File: src/rtl/record_pkg.sv
// record_pkg -- types shared by the record FIFO and its users.
//   record_t : packed record {a, aa, aaa}; field width set by WIDTH below,
//              which matches the record_fifo default so a record_t packs to
//              exactly the FIFO's i_rec/o_rec width (2*WIDTH+32).
//   kind_t   : 2-bit record kind; value 0 is never stored.
//   occ_t    : FIFO occupancy state.
package record_pkg;

    localparam int WIDTH = 10;

    typedef struct packed {
        logic [WIDTH-1:0] a;
        logic [WIDTH-1:0] aa;
        int unsigned      aaa;
    } record_t;

    typedef enum logic [1:0] {
        KIND_NONE = 2'd0,
        KIND_X    = 2'd1,
        KIND_Y    = 2'd2,
        KIND_Z    = 2'd3
    } kind_t;

    typedef enum logic [1:0] {
        OCC_EMPTY   = 2'd0,
        OCC_PARTIAL = 2'd1,
        OCC_FULL    = 2'd2
    } occ_t;

endpackage

File: src/rtl/record_fifo.sv
// record_fifo -- first-word fall-through FIFO of {record, kind} entries with a
// per-kind accept filter. Records whose kind is 0 or masked off are accepted
// (handshake completes) but discarded and counted in a saturating drop counter.
//
// Ports:
//   i_clk       rising-edge clock
//   i_rst_n     synchronous active-low reset
//   i_kind_en   accept mask, bit0=KIND_X, bit1=KIND_Y, bit2=KIND_Z
//   i_valid     upstream record valid       o_ready  can accept a record
//   i_rec       record {a, aa, aaa}         i_kind   record kind
//   o_valid     head record valid           i_ready  downstream takes head
//   o_rec       head record                 o_kind   head record kind
//   o_count     stored entries              o_state  occupancy (occ_t)
//   o_drop_cnt  discarded-record count, saturates at 255
module record_fifo
    import record_pkg::*;
#(
    parameter  int WIDTH = 10,
    parameter  int DEPTH = 4,
    localparam int CNTW  = $clog2(DEPTH + 1)
) (
    input  logic                  i_clk,
    input  logic                  i_rst_n,
    input  logic [2:0]            i_kind_en,
    input  logic                  i_valid,
    output logic                  o_ready,
    input  logic [2*WIDTH+31:0]   i_rec,
    input  logic [1:0]            i_kind,
    output logic                  o_valid,
    input  logic                  i_ready,
    output logic [2*WIDTH+31:0]   o_rec,
    output logic [1:0]            o_kind,
    output logic [CNTW-1:0]       o_count,
    output logic [1:0]            o_state,
    output logic [7:0]            o_drop_cnt
);

    localparam int REC_W = 2 * WIDTH + 32;
    localparam int PTRW  = (DEPTH > 1) ? $clog2(DEPTH) : 1;

    logic [REC_W-1:0] mem_rec  [DEPTH];
    logic [1:0]       mem_kind [DEPTH];

    logic [PTRW-1:0]  wr_ptr, rd_ptr;
    logic [CNTW-1:0]  count, count_nxt;
    logic [7:0]       drop_cnt;
    occ_t             state, state_nxt;

    logic push, pop, kind_ok, store, drop;

    assign o_valid = (state != OCC_EMPTY);
    assign o_ready = (state != OCC_FULL);

    assign push  = i_valid && o_ready;
    assign pop   = o_valid && i_ready;

    // Kind 0 has no mask bit and is always rejected.
    always_comb begin
        kind_ok = 1'b0;
        case (i_kind)
            KIND_X:  kind_ok = i_kind_en[0];
            KIND_Y:  kind_ok = i_kind_en[1];
            KIND_Z:  kind_ok = i_kind_en[2];
            default: kind_ok = 1'b0;
        endcase
    end

    assign store = push && kind_ok;
    assign drop  = push && !kind_ok;

    assign count_nxt = count + CNTW'(store) - CNTW'(pop);

    // Occupancy is a function of the post-edge count so state and count
    // never disagree.
    always_comb begin
        state_nxt = OCC_PARTIAL;
        if (count_nxt == '0)
            state_nxt = OCC_EMPTY;
        else if (count_nxt == CNTW'(DEPTH))
            state_nxt = OCC_FULL;
    end

    always_ff @(posedge i_clk) begin
        if (!i_rst_n)
            state <= OCC_EMPTY;
        else
            state <= state_nxt;
    end

    // DEPTH is a power of two, so natural pointer overflow is the wrap.
    always_ff @(posedge i_clk) begin
        if (!i_rst_n) begin
            wr_ptr   <= '0;
            rd_ptr   <= '0;
            count    <= '0;
            drop_cnt <= '0;
        end else begin
            count <= count_nxt;
            if (store)
                wr_ptr <= wr_ptr + PTRW'(1);
            if (pop)
                rd_ptr <= rd_ptr + PTRW'(1);
            if (drop && drop_cnt != 8'hFF)
                drop_cnt <= drop_cnt + 8'd1;
        end
    end

    // Storage is not cleared by reset; the reset guard only keeps a push
    // presented during reset from landing in the array.
    always_ff @(posedge i_clk) begin
        if (i_rst_n && store) begin
            mem_rec[wr_ptr]  <= i_rec;
            mem_kind[wr_ptr] <= i_kind;
        end
    end

    assign o_rec      = mem_rec[rd_ptr];
    assign o_kind     = mem_kind[rd_ptr];
    assign o_count    = count;
    assign o_state    = state;
    assign o_drop_cnt = drop_cnt;

endmodule

File: config.mk
export PLATFORM = sky130hd
export DESIGN_NAME = record_fifo
export DESIGN_NICKNAME = d
export VERILOG_FILES = /design/src/rtl/record_pkg.sv /design/src/rtl/record_fifo.sv
export SDC_FILE = /design/constraint.sdc
export NUM_CORES = 1
export LEC_CHECK = 0
export CORE_AREA = 2 2 106 160
export CTS_CLUSTER_SIZE = 40
export DETAILED_ROUTE_END_ITERATION = 8
export DIE_AREA = 0 0 108 162
export HOLD_SLACK_MARGIN = 0.02
export PLACE_DENSITY_LB_ADDON = 0.08
export SLEW_MARGIN = 10
export SYNTH_ARGS = -nofsm -noshare
export SYNTH_HDL_FRONTEND = slang
export SYNTH_SLANG_ARGS = --single-unit
File: constraint.sdc
create_clock -name i_clk -period 4.55 [get_ports i_clk]
set_input_delay 0.6825 -clock i_clk [delete_from_list [all_inputs] [get_ports i_clk]]
set_output_delay 0.6825 -clock i_clk [all_outputs]
set_load 0.1 [all_outputs]
Word level (Yosys, flattened, before mapping)
Memories as Yosys holds them, arrays and structs flattened. A register that Yosys moved wholly into a read port is not among the register bits.
Index checks and enable logic that the tools add are counted.
Word-level totals
  logic and storage cells: 37
  memories kept: 2
  latch bits: 0
  bits in writable memories: 216
  bits of input ports: 61
  bits in registers: 17
  bits in read-only memories: 0
  output and inout port bits: 69
Cells by class
  reductions and logical operators: 10
  $lt $le $gt $ge: 0
  multiply operators: 0
  div/mod/pow operators: 0
  bitwise logic cells: 1
  add/subtract/negate cells: 5
  equal/unequal tests: 6
  shifts and indexed selects: 0
  mux-type cells: 8
Memory list
  mem_rec: depth 4, bits a word 52, read ports 1, clocked after Yosys merged registers in 1, wr ports 1, line record_fifo.sv:41  | logic [REC_W-1:0] mem_rec [DEPTH];
  mem_kind: depth 4, bits a word 2, read ports 1, clocked after Yosys merged registers in 1, wr ports 1, line record_fifo.sv:42  | logic [1:0] mem_kind [DEPTH];
Operator list (count)
  2-bit 2-to-1 mux: 5
  8-bit by 1-bit adder with 8-bit output, second input constant: 1
  8-bit != test, second input constant: 1
  1-bit logical AND: 6
  2-bit by 1-bit adder with 2-bit output, second input constant: 2
  2-bit equality test, second input constant: 2
  3-bit by 1-bit adder with 3-bit output: 1
  3-bit equality test, second input constant: 1
  3-bit zero test: 1
  1-bit case mux with 3 select lines: 1
  3-bit by 1-bit subtractor with 3-bit output: 1
  2-bit by 1-bit equality test with 1-bit output, second input constant: 1
  1-bit 2-to-1 mux: 2
  2-bit != test, second input constant: 1
  2-bit nonzero test: 1
  2-bit OR reduction: 1
  1-bit zero test: 1
  1-bit inverter: 1

Depth between registers and ports, before layout
  depth in word-level cells: 7
  mapped depth: 14
  mapped depth without buffers: 13

Worst setup path before layout
No wires, ideal clock.
  kind: register to register
  start point: register state[0], in the netlist o_state[0]
  end point: memory mem_kind[1][0], enable pin
  path buffers: 1
  period minus slack after synthesis: 3.838 ns
  data required time: 4.132 ns
  library setup time: 0.418 ns
  data arrival time: 3.420 ns
  cell stages (with the launch flop): 5
  setup slack: 0.712 ns
  cell sequence: dfxtp_1 > nand2b_2 > and3_1 > clkbuf_1 > and3_1
On the way
  cells in the longest elaborated chain, start to end: 6
Ends and longest elaborated chain
  start, declared: line record_fifo.sv:47  | occ_t state, state_nxt;
  start signal, assigned: line record_fifo.sv:87  | state <= state_nxt;
  2-bit != test: line record_fifo.sv:52  | assign o_ready = (state != OCC_FULL);
  via o_ready: line record_fifo.sv:26  | output logic o_ready,
  1-bit logical AND: line record_fifo.sv:54  | assign push = i_valid && o_ready;
  1-bit logical AND: line record_fifo.sv:68  | assign store = push && kind_ok;
  1-bit logical AND: line record_fifo.sv:111  | if (i_rst_n && store) begin
  1-bit 2-to-1 mux: line record_fifo.sv:111
  1-bit 2-to-1 mux (not written as such): line record_fifo.sv:113  | mem_kind[wr_ptr] <= i_kind;
  end, declared: line record_fifo.sv:42
The timed path passes the listed nets, and every way through them passes these cells.

==> flow_summary_export.csv <==
group,metric,value,unit
yosys,syn_avg_cell_area,22.4,um2
die,chipWidth,108,um
final_layout,stdcell_count,752,
sta,drv_slew,0,
yosys,synth_top_area_share,74.5,%
yosys,synth_edf_count,216,
final_layout,synthToLayoutAreaGrowth,26.1,%
sta,finalClockSkew,0.00728,ns
critical_path,r2r_end,"o_state[1]",
place,dpl.cell_count,715,
critical_path,start_kind,"register",
place,gp_congestion,0.701,
critical_path,critPathMaxFanout,20,
yosys,yosysWarnings,0,
yosys,synth.area.top_cells,"edfxtp_1, mux4_2, dfxtp_1",
outcome,status,"complete, no violations",
route,vias,4234,
clock_tree,cts.path.max_buffers,3,
yosys,ys_seq_area_share,78.9,%
critical_path,crit_arrival,3.01,ns
sta,finalSetupViolations,0,
global_route,antenna_found_initial,0,
yosys,synth_most_common_cell,"edfxtp_1",
global_route,grt_first_pass_wirelength,24.2,mm
yosys,syn_area,0.00871,mm2
hold_path,whs_path_depth,2,
power_and_ir_drop,p_clk_share,28.7,%
clock_tree,path_clk_slew,0.06,ns
place,dpl.hpwl,9.40,mm
die,ios,130,
critical_path,r2r_start,"o_state[0]",
route,drtIter0Drc,218,
clock_tree,cts_tree,"done",
sta,fin_tns_setup,0,ns
final_layout,layout-drive-gt1-share,18.7,%
critical_path,critical_path.endpoint_type,"primary output",
final_layout,final_nets,601,
die,start_util,54.3,%
power_and_ir_drop,combPwrFrac,29.2,%
clock_tree,ctsResizeCount,0,
sta,period_needed,3.69,ns
power_and_ir_drop,p_per_area,535,mW/mm2
critical_path,worstSetupPathType,"register to primary output",
place,port_buffers,129,
yosys,yosys.cell_types.count,33,
critical_path,reg2reg_depth,12,
clock_tree,postCtsSetupBuffers,0,
sta,max_slew_margin,31.1,%
sta,worst_slew_pin_slew,1.03,ns
clock_tree,clock_latency,0.49,ns
hold_path,min_to,"o_drop_cnt[7]",
route,first_pass_iters,4,
clock_tree,htreeDepth,1,
route,drc,0,
global_route,grt_usage,18.2,%
route,drt-total-wl,15.5,mm
yosys,syn_nets,458,
final_layout,final_util,68.4,%
die,coreArea,0.0160,mm2
power_and_ir_drop,vdd_ir_drop_max,419,uV
job,max_cap_violations,0,
yosys,async_reset_ff_share,0,%
final_layout,n_antenna_cell,0,
power_and_ir_drop,power_switching_share,33.7,%
yosys,synthCells,389,
critical_path,required,3.87,ns
power_and_ir_drop,intPower,3.90,mW
sta,maxClockFrequency,271,MHz
power_and_ir_drop,fin_total_pwr,5.87,mW
clock_tree,clock-sinks,235,
power_and_ir_drop,p_leak,3.48,nW
route,wl_per_cell,20.6,um
yosys,yosysTopAreaCell,"edfxtp_1",
yosys,synth_flop_cell,"edfxtp_1",
hold_path,hold_path.class,"register to register",
final_layout,nFillCells,1098,
yosys,ys_ff_latch,235,
power_and_ir_drop,p_sw,1.98,mW
hold_path,worstHoldStart,"o_drop_cnt[7]",
global_route,overflow,0,
global_route,grt_max_degree,45,
sta,hold_viol_final,0,
sta,finalCritPeriodShare,81.1,%
critical_path,r2r_slack,2.03,ns
clock_tree,cts_hold_buf,0,
global_route,grt_pass1_vias,4619,
route,final_antenna_net_count,0,
die,die_h,162,um
power_and_ir_drop,share_seq_of_total_power,42.1,%
route,avgViaCountPerCell,5.63,
die,die_area,0.0175,mm2
clock_tree,numCtsBuffers,21,
clock_tree,cts_root_buf,"clkbuf_16",
yosys,synth.top_cells.by_count,"edfxtp_1, mux4_2, dfxtp_1, inv_1",
die,num_rows,57,
sta,rsz0062_at_grt,"false",
==> through the flow <==
stage	cell area [um2]	hold slack, ns	setup slack (ns)
finish	11000	0.498	0.859
global route	11000	0.521	0.679
CTS	11000	0.495	0.760
detailed placement	10300	0.482	0.917
global placement	10300	0.474	1.12
floorplan	8710	0.468	0.712
==> state kept, by name, summed over array words and instances, names as in the netlist, named ones only <==
| signal | flops |
|---|---|
| mem_rec | 208 |
| o_count | 3 |
| rd_ptr | 2 |
| o_drop_cnt | 8 |
| mem_kind | 8 |
| wr_ptr | 2 |
| o_state | 2 |
==> worst max-delay path: stages, from the launching register on <==
cell and delay, ns:
dfxtp_4 0.61, buf_4 0.35, mux4_2 0.56, clkdlybuf4s50_1 1.00
==> cells by family after synthesis <==
group                    count (synthesis)  share of synthesized area, %
AND/OR/NAND/NOR                         41                          2.53
adder cells (fa/ha/maj)                  8                          1.24
multiplexers                            58                          14.5
AO/OA/AOI/OAI                           19                          1.39
buffers and inverters                   25                          1.21
flip-flops                             235                          78.9
XOR/XNOR                                 3                         0.302
==> how the worst max path moves through the flow <==
stage / from / endpoint / slack [ns] / cells after the start
2_1_floorplan: o_state[0] / mem_kind[1][0] / 0.71 / 4
3_3_place_gp: i_kind[0] / o_state[1] / 1.12 / 14
3_5_place_dp: i_kind[0] / o_state[1] / 0.92 / 14
4_1_cts: register / o_rec[45] / 0.76 / 3
5_1_grt: register / o_rec[45] / 0.68 / 3
6_report: register / o_rec[45] / 0.86 / 3
==> cell usage in the layout (no fill, tap or decap), types with 5 or more instances in the layout <==
master,count
a21oi_1,8
ha_1,7
edfxtp_1,216
clkbuf_16,22
clkdlybuf4s50_1,129
buf_12,6
inv_1,9
nor2_1,8
mux4_2,54
clkbuf_1,7
nand2_1,7
dfxtp_1,17
nand3_1,5
==> cell type report <==
class,instances,area [um2],share of cell area (%)
sequential,235,6870,62.6
multi-input combinational,129,1740,15.8
timing repair buffer,136,1420,12.9
clock buffer,34,619,5.64
tap,206,258,2.35
clock inverter,3,40.0,0.365
inverter,9,33.8,0.308
==> per-layer routing <==
metal / wire (um) / GRT usage, %
met5: 0 / 0
met3: 969 / 3.49
met1: 6000 / 22.5
met2: 8070 / 31.9
met4: 466 / 6.76
==> power by group through the flow <==
stage / clock network, mW / registers [mW] / logic [mW]
after global placement: 0 / 2.52 / 1.71
final: 1.69 / 2.47 / 1.72
after global routing: 1.80 / 2.48 / 1.77
after CTS: 1.74 / 2.48 / 1.73
after floorplan: 0 / 2.61 / 1.23
after detailed placement: 0 / 2.52 / 1.72
Note: power is estimated with default switching activity, not from simulation.
